--- src/rtl/mmu_way_join_sync_pkg.sv ---
// Shared types and constants for the MMU way-join stage.
package mmu_join_pkg;

  localparam int NUM_WAYS = 6;
  localparam int WAY_W    = 3;

  typedef enum logic [1:0] {
    COLLECT = 2'd0,
    RESOLVE = 2'd1,
    OUTPUT  = 2'd2,
    RELEASE = 2'd3
  } state_t;

  // Number of set bits in a way mask; NUM_WAYS fits in WAY_W bits.
  function automatic logic [WAY_W-1:0] popcount(input logic [NUM_WAYS-1:0] mask);
    logic [WAY_W-1:0] n;
    n = '0;
    for (int i = 0; i < NUM_WAYS; i++) begin
      n = n + WAY_W'(mask[i]);
    end
    return n;
  endfunction

endpackage

--- src/rtl/mmu_way_join_sync_if.sv ---
// Fork-side toggles/data and consumer-side valid/ready result of the join.
interface mmu_way_join_sync_if #(
  parameter int PPN_W  = 20,
  parameter int PERM_W = 4
);
  import mmu_join_pkg::*;

  logic [NUM_WAYS-1:0]        i_drive;
  logic [NUM_WAYS-1:0]        o_free;
  logic [NUM_WAYS-1:0]        i_hit;
  logic [NUM_WAYS*PPN_W-1:0]  i_ppn;
  logic [NUM_WAYS*PERM_W-1:0] i_perm;
  logic                       o_valid;
  logic                       i_ready;
  logic                       o_hit;
  logic [WAY_W-1:0]           o_way;
  logic [PPN_W-1:0]           o_ppn;
  logic [PERM_W-1:0]          o_perm;
  logic                       o_multi_hit;
  logic                       o_proto_err;

  // Join block view.
  modport slave (
    input  i_drive, i_hit, i_ppn, i_perm, i_ready,
    output o_free, o_valid, o_hit, o_way, o_ppn, o_perm, o_multi_hit, o_proto_err
  );

  // Branches plus consumer view.
  modport master (
    output i_drive, i_hit, i_ppn, i_perm, i_ready,
    input  o_free, o_valid, o_hit, o_way, o_ppn, o_perm, o_multi_hit, o_proto_err
  );

endinterface

--- src/rtl/mmu_toggle_sync.sv ---
// Brings one 2-phase toggle into the clock domain and pulses once per edge.
module mmu_toggle_sync #(
  parameter int SYNC_STAGES = 2  // must be at least 2
) (
  input  logic clk,
  input  logic rst,
  input  logic d,
  output logic pulse
);

  logic [SYNC_STAGES-1:0] sync_q;
  logic                   last_q;

  // Synchroniser chain plus the last level already seen by the join.
  always_ff @(posedge clk or posedge rst) begin
    if (rst) begin
      sync_q <= '0;
      last_q <= 1'b0;
    end else begin
      // NOTE: non-blocking so every stage samples the previous stage's old value.
      sync_q <= {sync_q[SYNC_STAGES-2:0], d};
      last_q <= sync_q[SYNC_STAGES-1];
    end
  end

  assign pulse = sync_q[SYNC_STAGES-1] ^ last_q;

endmodule

--- src/rtl/mmu_way_join_sync.sv ---
// Joins the six TLB-way branches, resolves the hit and frees the fork.
module mmu_way_join_sync
  import mmu_join_pkg::*;
#(
  parameter int PPN_W       = 20,
  parameter int PERM_W      = 4,
  parameter int SYNC_STAGES = 2
) (
  input logic                 clk,
  input logic                 rst,
  mmu_way_join_sync_if.slave  bus
);

  state_t              state_q, next_state;
  logic [NUM_WAYS-1:0] pulse;
  logic [NUM_WAYS-1:0] arrived_q;
  logic [NUM_WAYS-1:0] hold_hit_q;
  logic [PPN_W-1:0]    hold_ppn_q  [NUM_WAYS];
  logic [PERM_W-1:0]   hold_perm_q [NUM_WAYS];
  logic [WAY_W-1:0]    sel_way;
  logic [PPN_W-1:0]    sel_ppn;
  logic [PERM_W-1:0]   sel_perm;

  for (genvar g = 0; g < NUM_WAYS; g++) begin : g_sync
    mmu_toggle_sync #(.SYNC_STAGES(SYNC_STAGES)) u_sync (
      .clk   (clk),
      .rst   (rst),
      .d     (bus.i_drive[g]),
      .pulse (pulse[g])
    );
  end

  // State register.
  always_ff @(posedge clk or posedge rst) begin
    if (rst) state_q <= COLLECT;
    else     state_q <= next_state;
  end

  // Next-state: collect all six, resolve, wait for the consumer, free the fork.
  always_comb begin
    next_state = state_q;
    case (state_q)
      COLLECT: if (&arrived_q) next_state = RESOLVE;
      RESOLVE: next_state = OUTPUT;
      OUTPUT:  if (bus.i_ready) next_state = RELEASE;
      RELEASE: next_state = COLLECT;
      default: next_state = COLLECT;
    endcase
  end

  // Lowest-index hitting way and its data; zeros when nothing hit.
  always_comb begin
    // NOTE: defaults first so no path through this block leaves a latch.
    sel_way  = '0;
    sel_ppn  = '0;
    sel_perm = '0;
    for (int i = NUM_WAYS - 1; i >= 0; i--) begin
      if (hold_hit_q[i]) begin
        sel_way  = WAY_W'(i);
        sel_ppn  = hold_ppn_q[i];
        sel_perm = hold_perm_q[i];
      end
    end
  end

  // Arrival capture, protocol checking, result registers and fork release.
  always_ff @(posedge clk or posedge rst) begin
    if (rst) begin
      arrived_q       <= '0;
      hold_hit_q      <= '0;
      // NOTE: the holding array is reset too; it is small and an aborted
      // transaction must not leave stale branch data behind.
      for (int i = 0; i < NUM_WAYS; i++) begin
        hold_ppn_q[i]  <= '0;
        hold_perm_q[i] <= '0;
      end
      bus.o_free      <= '0;
      bus.o_valid     <= 1'b0;
      bus.o_hit       <= 1'b0;
      bus.o_way       <= '0;
      bus.o_ppn       <= '0;
      bus.o_perm      <= '0;
      bus.o_multi_hit <= 1'b0;
      bus.o_proto_err <= 1'b0;
    end else begin
      for (int i = 0; i < NUM_WAYS; i++) begin
        if (pulse[i]) begin
          if (arrived_q[i]) begin
            // A second toggle before release is a branch bug; keep first data.
            bus.o_proto_err <= 1'b1;
          end else begin
            arrived_q[i]   <= 1'b1;
            hold_hit_q[i]  <= bus.i_hit[i];
            hold_ppn_q[i]  <= bus.i_ppn[i*PPN_W +: PPN_W];
            hold_perm_q[i] <= bus.i_perm[i*PERM_W +: PERM_W];
          end
        end
      end

      case (state_q)
        RESOLVE: begin
          bus.o_valid     <= 1'b1;
          bus.o_hit       <= |hold_hit_q;
          bus.o_way       <= sel_way;
          bus.o_ppn       <= sel_ppn;
          bus.o_perm      <= sel_perm;
          bus.o_multi_hit <= popcount(hold_hit_q) > WAY_W'(1);
        end
        OUTPUT: begin
          if (bus.i_ready) bus.o_valid <= 1'b0;
        end
        RELEASE: begin
          bus.o_free <= ~bus.o_free;
          arrived_q  <= '0;
        end
        default: ;
      endcase
    end
  end

endmodule

--- src/flat_wrapper.sv ---
// flat-port wrapper written by rule: the top's interface ports become plain ports
module mmu_way_join_sync_flat import mmu_join_pkg::*;
#(
  parameter int PPN_W       = 20,
  parameter int PERM_W      = 4,
  parameter int SYNC_STAGES = 2
)
  (clk, rst, bus_i_drive, bus_i_hit, bus_i_ppn, bus_i_perm, bus_i_ready, bus_o_free, bus_o_valid, bus_o_hit, bus_o_way, bus_o_ppn, bus_o_perm, bus_o_multi_hit, bus_o_proto_err);
  mmu_way_join_sync_if #(.PPN_W(PPN_W), .PERM_W(PERM_W)) bus_i ();
  input logic clk;
  input logic rst;
  input wire logic [$bits(bus_i.i_drive)-1:0] bus_i_drive;
  input wire logic [$bits(bus_i.i_hit)-1:0] bus_i_hit;
  input wire logic [$bits(bus_i.i_ppn)-1:0] bus_i_ppn;
  input wire logic [$bits(bus_i.i_perm)-1:0] bus_i_perm;
  input wire logic [$bits(bus_i.i_ready)-1:0] bus_i_ready;
  output wire logic [$bits(bus_i.o_free)-1:0] bus_o_free;
  output wire logic [$bits(bus_i.o_valid)-1:0] bus_o_valid;
  output wire logic [$bits(bus_i.o_hit)-1:0] bus_o_hit;
  output wire logic [$bits(bus_i.o_way)-1:0] bus_o_way;
  output wire logic [$bits(bus_i.o_ppn)-1:0] bus_o_ppn;
  output wire logic [$bits(bus_i.o_perm)-1:0] bus_o_perm;
  output wire logic [$bits(bus_i.o_multi_hit)-1:0] bus_o_multi_hit;
  output wire logic [$bits(bus_i.o_proto_err)-1:0] bus_o_proto_err;
  assign bus_i.i_drive = bus_i_drive;
  assign bus_i.i_hit = bus_i_hit;
  assign bus_i.i_ppn = bus_i_ppn;
  assign bus_i.i_perm = bus_i_perm;
  assign bus_i.i_ready = bus_i_ready;
  assign bus_o_free = bus_i.o_free;
  assign bus_o_valid = bus_i.o_valid;
  assign bus_o_hit = bus_i.o_hit;
  assign bus_o_way = bus_i.o_way;
  assign bus_o_ppn = bus_i.o_ppn;
  assign bus_o_perm = bus_i.o_perm;
  assign bus_o_multi_hit = bus_i.o_multi_hit;
  assign bus_o_proto_err = bus_i.o_proto_err;
  mmu_way_join_sync #(.PPN_W(PPN_W), .PERM_W(PERM_W), .SYNC_STAGES(SYNC_STAGES)) u_core (.clk(clk), .rst(rst), .bus(bus_i));
endmodule
--- config.mk ---
export PLATFORM = sky130hd
export DESIGN_NAME = mmu_way_join_sync_flat
export DESIGN_NICKNAME = d
export VERILOG_FILES = /design/src/rtl/mmu_way_join_sync_pkg.sv /design/src/rtl/mmu_way_join_sync_if.sv /design/src/rtl/mmu_toggle_sync.sv /design/src/rtl/mmu_way_join_sync.sv /design/src/flat_wrapper.sv
export SDC_FILE = /design/constraint.sdc
export NUM_CORES = 1
export LEC_CHECK = 0
export ABC_CLOCK_PERIOD_IN_PS = 8200
export BUFFER_PORTS_ARGS = -buffer_cell sky130_fd_sc_hd__clkbuf_2
export CORE_UTILIZATION = 55
export CTS_CLUSTER_DIAMETER = 80
export DETAILED_ROUTE_END_ITERATION = 10
export PLACE_DENSITY = 0.88
export SYNTH_ARGS = -nofsm -noshare
export SYNTH_HDL_FRONTEND = slang
export SYNTH_SLANG_ARGS = --single-unit
--- constraint.sdc ---
create_clock -name clk -period 8.2 [get_ports clk]
set_input_delay 0 -clock clk [delete_from_list [all_inputs] [get_ports clk]]
set_output_delay 0 -clock clk [all_outputs]
set_load 0.01 [all_outputs]
-- Word level (Yosys, flattened, before mapping)
Cells that the tools add are included.
- memory bits (writable): 0
- ROM bits: 0
- latch bits: 0
- register bits after elaboration: 213
- logic and storage cells: 129
- memories: 0
- input port bits: 159
- output and inout bits: 37
- multiplexer cells: 42
- div/mod/pow operators: 0
- $add $sub $neg: 5
- bitwise operators: 13
- equal/unequal tests: 5
- reductions and logical operators: 18
- multipliers: 0
- shift-type cells: 0
- $lt $le $gt $ge: 1
- operators with widths (kind ; number):
    two-way mux 20 bit ; 6
    two-way mux 4 bit ; 6
    two-way mux 1 bit ; 19
    two-way mux 3 bit ; 6
    AND reduction 2 bit ; 8
    nonzero test 2 bit ; 7
    adder 3 x 1 -> 3 bit ; 4
    one-hot mux 2 bit (4 select lines) ; 1
    two-way mux 6 bit ; 1
    inverter 1 bit ; 6
    inverter 6 bit ; 1
    AND reduction 6 bit ; 1
    OR reduction 6 bit ; 1
    XOR 1 bit ; 6
    equality test 2 bit (second input constant) ; 2
    two-way mux 2 bit ; 2
    greater-than comparator 3 x 1 -> 1 bit (second input constant) ; 1
    adder 1 x 1 -> 2 bit ; 1
    equality test 2 x 1 -> 1 bit (second input constant) ; 1
    zero test 2 bit ; 1
    inequality test 2 x 1 -> 1 bit (second input constant) ; 1
    inequality test 2 bit (second input constant) ; 1
    one-hot mux 1 bit (2 select lines) ; 1

-- Logic depth before layout (Yosys ltp)
- depth in word-level cells: 12
- gate-level depth with buffers: 12
- mapped depth without buffers: 10

-- Hierarchy
Synthesis repeated with hierarchy kept, for this count alone.
- cells, all modules: 743
- area total of the unflattened synthesis: 9082.5 µm²
- by module, submodules not included (module ; instances ; area an instance (µm²) ; cells an instance):
    mmu_way_join_sync ; 1 ; 8557.0 ; 713
    mmu_toggle_sync ; 6 ; 87.6 ; 5

-- Worst setup path after synthesis
Ideal clock, no wire load.
- path kind: reg2reg
- start: register u_core.hold_hit_q[0]
- end: register u_core.bus.o_multi_hit
- clock period less this slack: 2927 ps
- cell stages (with the launch flop): 13
- data arrival time: 2790 ps
- setup slack: 5273 ps
- path buffers: 2
- cell sequence: dfrtp_1 clkbuf_1 buf_2 inv_1 ha_1 inv_1 fa_1 inv_1 ha_1 a21o_1 fa_1 nor2_1 a21oi_1
- cells in the longest elaborated chain, start to end: 6
- ends and longest elaborated chain (element ; line ; RTL):
    start, declared ; mmu_way_join_sync.sv:17 ; logic [NUM_WAYS-1:0] hold_hit_q;
    start signal, assigned by index ; mmu_way_join_sync.sv:93 ; hold_hit_q[i] <= bus.i_hit[i];
    adder 1 x 1 -> 2 bit ; mmu_way_join_sync_pkg.sv:19 ; n = n + WAY_W'(mask[i]);
    adder 3 x 1 -> 3 bit (4 in a row) ; mmu_way_join_sync_pkg.sv:19 ;
    greater-than comparator 3 x 1 -> 1 bit ; mmu_way_join_sync.sv:107 ; bus.o_multi_hit <= popcount(hold_hit_q) > WAY_W'(1);
    end signal, assigned ; mmu_way_join_sync.sv:107 ;
    end, declared ; mmu_way_join_sync_if.sv:25 ; output o_free, o_valid, o_hit, o_way, o_ppn, o_perm, o_multi_hit, o_proto_err
No other way between the ends.
A chain may end at the register's enable or synchronous reset.

-- Worst setup path after layout
Ends and elaborated chain as after synthesis.

==> metrics.md <==
| Metric | Value |
|---|---|
| Final RePlAce weighted congestion | `0.8818` |
| Main synth FF type | `dfrtp_1` |
| Crit path DAT | `3.89 ns` |
| DR DRC count | `0` |
| Post-synth EDFFs | `0` |
| I/O Pins | `196` |
| GR Overflow Total | `0` |
| Worst-skew pair later-pin latency | `0.50 ns` |
| CP Capture Type | `flip-flop` |
| Max Cap Viol | `0` |
| Width of the die | `131.4 µm` |
| Internal power | `2.848 mW` |
| Num CTS Buffers | `22` |
| Die Area | `0.01726 mm²` |
| Ys Warns | `0` |
| H-tree Lvls | `1` |
| Post-Syn Area per Cell | `approximately 14 µm²` |
| TritonCTS clock tree | `built` |
| Critical path launch point type | `flip-flop` |
| Worst rel slew slack | `23.54%` |
| Core Area | `0.01612 mm²` |
| Row cnt | `46` |
| Worst setup margin | `4.634 ns` |
| Setup TNS Final | `0 ns` |
| Commonest non-fill, non-tap cell in the layout | `dfrtp_1` |
| CTS Sinks | `about 210` |
| WL/cell | `22.74 µm` |
| Vias in the first global route | `7,966` |
| Fin crit period | `3.566 ns` |
| Hold WC Path Type | `in -> reg` |
| Detailed Route Iter0 Violations | `~600` |
| Seq pwr share | `42.0%` |
| Status | `complete, no violations` |
| Largest net degree at the start of global routing | `between 100 and 150` |
| CP max FO | `29` |
| First-pass GRT wire length | `roughly 44,000 µm` |
| Max VDD drop | `approximately 0.19 mV` |
| Async SR Flop Fraction | `100.0%` |
| Mapped Nets | `842` |
| Period Utilization, post-route | `43.49%` |
| Slew Limit Fails | `0` |
| Antenna violations before repair | `2` |
| Worst Tran Pin Value | `1.143 ns` |
| Maximum clock rate | `280.4 MHz` |
| Setup Viol. Count Final | `0` |
| Netlist Area Pre-Place | `0.009204 mm²` |
| Layout cells sized above 1 | `26.88%` |
| Clock Power Share | `20.8%` |
| Sequential share of the synthesized area | `57.91%` |
| Port bufs | `roughly 200` |
| Leakage | `between 5 and 6 nW` |
| Final hold vios | `0` |
| Total routing usage reported by global routing | `33.63%` |
| Comb pwr share | `37.3%` |
| Fin nets | `1,179` |
| Cell count after synthesis | `roughly 670` |
| CP Class | `reg -> reg` |
| Synth-to-Final Area Change | `35.21%` |
| DR pass1 iterations | `7` |
| PwrDens | `approximately 370 mW/mm²` |
| Switching power share of the total | `37.72%` |
| Worst Skew | `0.01208 ns` |
| Layout fillers | `about 940` |
| CTS Hold Bufs | `158` |
| Yosys cell types | `46` |
| Setup repair bufs after CTS | `0` |
| Die Ht | `between 100 and 150 µm` |
| Max clock buf depth | `3` |
| Via density | `~5.9` |
| CP required | `about 8.5 ns` |
| Most frequent cells in the layout | `dfrtp_1 (213), clkbuf_2 (195), dlygate4sd3_1 (158)` |
| Antenna-violating nets left | `0` |
| Post-cts resize count | `0` |
| Design Power | `4.572 mW` |
| RSZ-0062 raised after global routing | `false` |
| Starting density of the core | `between 50 and 60%` |
| HPWL Detailed | `about 16,000 µm` |
| Clk slew on worst S/H paths | `0.06 ns` |
| Root Buffer | `clkbuf_16` |
| Drt total wl | `about 28,000 µm` |
| Setup WS pre-CTS | `4.745 ns` |
| Net switching power | `1.725 mW` |
| Synth Register Bits | `213` |
| Via count | `7,271` |
per-layer routing:
layer | vias up | global-route usage, % | wire, µm
met5 | - | 0 | 0
li1 | 3130 | - | -
met2 | 431 | 57.62 | 14220
met4 | 0 | 16.09 | 1431
met1 | 3598 | 41.11 | 10600
met3 | 112 | 6.250 | 1978
power by group through the flow:
stage	Combinational (mW)	Clock [mW]	Sequential, mW
3_3_place_gp	1.48	0	1.86
2_1_floorplan	1.18	0	1.79
3_5_place_dp	1.55	0	1.89
5_1_grt	1.83	0.995	1.96
6_report	1.70	0.951	1.92
4_1_cts	1.63	0.946	1.88
state kept, by name, indices dropped and copies added (netlist names):
| signal | cells |
|---|---|
| u_core.bus.o_hit | 1 |
| u_core.bus.o_way | 3 |
| u_core.bus.o_proto_err | 1 |
| u_core.hold_ppn_q | 120 |
| u_core.bus.o_valid | 1 |
| u_core.bus.o_ppn | 20 |
| u_core.arrived_q | 6 |
| u_core.g_sync.u_sync.last_q | 6 |
| u_core.state_q | 2 |
| u_core.g_sync.u_sync.sync_q | 12 |
| u_core.hold_hit_q | 6 |
| u_core.bus.o_perm | 4 |
| u_core.bus.o_multi_hit | 1 |
| u_core.bus.o_free | 6 |
| u_core.hold_perm_q | 24 |
synth_stat cells (4+ instances only):
cell,number,area (µm²)
nor2b_1,7,43.79
o21a_1,18,135.1
o221ai_1,7,61.31
mux2_1,143,1610
a221oi_2,16,240.2
inv_2,4,15.01
buf_6,4,45.04
dfrtp_1,213,5330
nor2_1,19,71.32
o21ai_0,21,105.1
a221o_1,20,200.2
buf_2,13,65.06
a221oi_1,7,61.31
ha_1,7,87.58
o21ai_1,30,150.1
o211ai_1,5,37.54
nand2_1,12,45.04
clkbuf_8,4,55.05
inv_1,11,41.29
xor2_1,12,105.1
buf_4,14,105.1
clkbuf_1,9,33.78
and3_1,16,100.1
and3_2,5,37.54
a21oi_1,27,135.1
critical path, stage by stage (launching register included):
cell and delay [ns]:
dfrtp_1 0.88, inv_1 0.31, ha_1 0.37, inv_1 0.08, fa_1 0.57, inv_1 0.05
ha_1 0.27, a21o_1 0.19, fa_1 0.45, nor2_1 0.14, a21oi_1 0.08
worst paths after layout:
path / start / end / slack [ns] / cells after the start
worst max-delay path: u_core.hold_hit_q[0] / u_core.bus.o_multi_hit / 4.63 / 10
worst min-delay path: bus_i_drive[4] / u_core.g_sync[4].u_sync.sync_q[0] / 0.15 / 2
worst max register to register: u_core.hold_hit_q[0] / u_core.bus.o_multi_hit / 4.63 / 10
worst min register to register: u_core.g_sync[4].u_sync.sync_q[0] / u_core.g_sync[4].u_sync.sync_q[1] / 0.35 / 0
max in group asynchronous: rst / u_core.hold_ppn_q[114] / 6.36 / 4
min in group asynchronous: rst / u_core.hold_ppn_q[2] / 0.24 / 3
cell type report:
class	instances	area [µm²]	area share, %
tap	216	270.3	2.172
antenna	2	5.005	0.04022
clock buffer	33	653.1	5.248
multi-input combinational	395	3463	27.83
inverter	16	72.57	0.5832
sequential	213	5330	42.83
timing repair buffer	363	2633	21.15
clock inverter	3	17.52	0.1408
stage by stage:
step,instances,hold slack [ns],utilization (%),area [µm²]
2_1_floorplan,674,0.03143,-,9204
3_3_place_gp,1045,0.1080,63.21,10190
3_5_place_dp,1045,0.1096,63.21,10190
4_1_cts,1239,0.1314,77.19,12440
5_1_grt,1241,0.1517,77.22,12440
6_report,1241,0.1523,77.22,12440
kinds of logic after synthesis:
family | Yosys count | share of synthesized area (%)
AO/OA/AOI/OAI | 163 | 13.32
XOR/XNOR | 12 | 1.142
adder cells (fa/ha/maj) | 9 | 1.387
buffers and inverters | 66 | 4.622
flip-flops | 213 | 57.91
multiplexers | 146 | 17.86
AND/OR/NAND/NOR | 65 | 3.752
(Power assumes the default switching activity.)
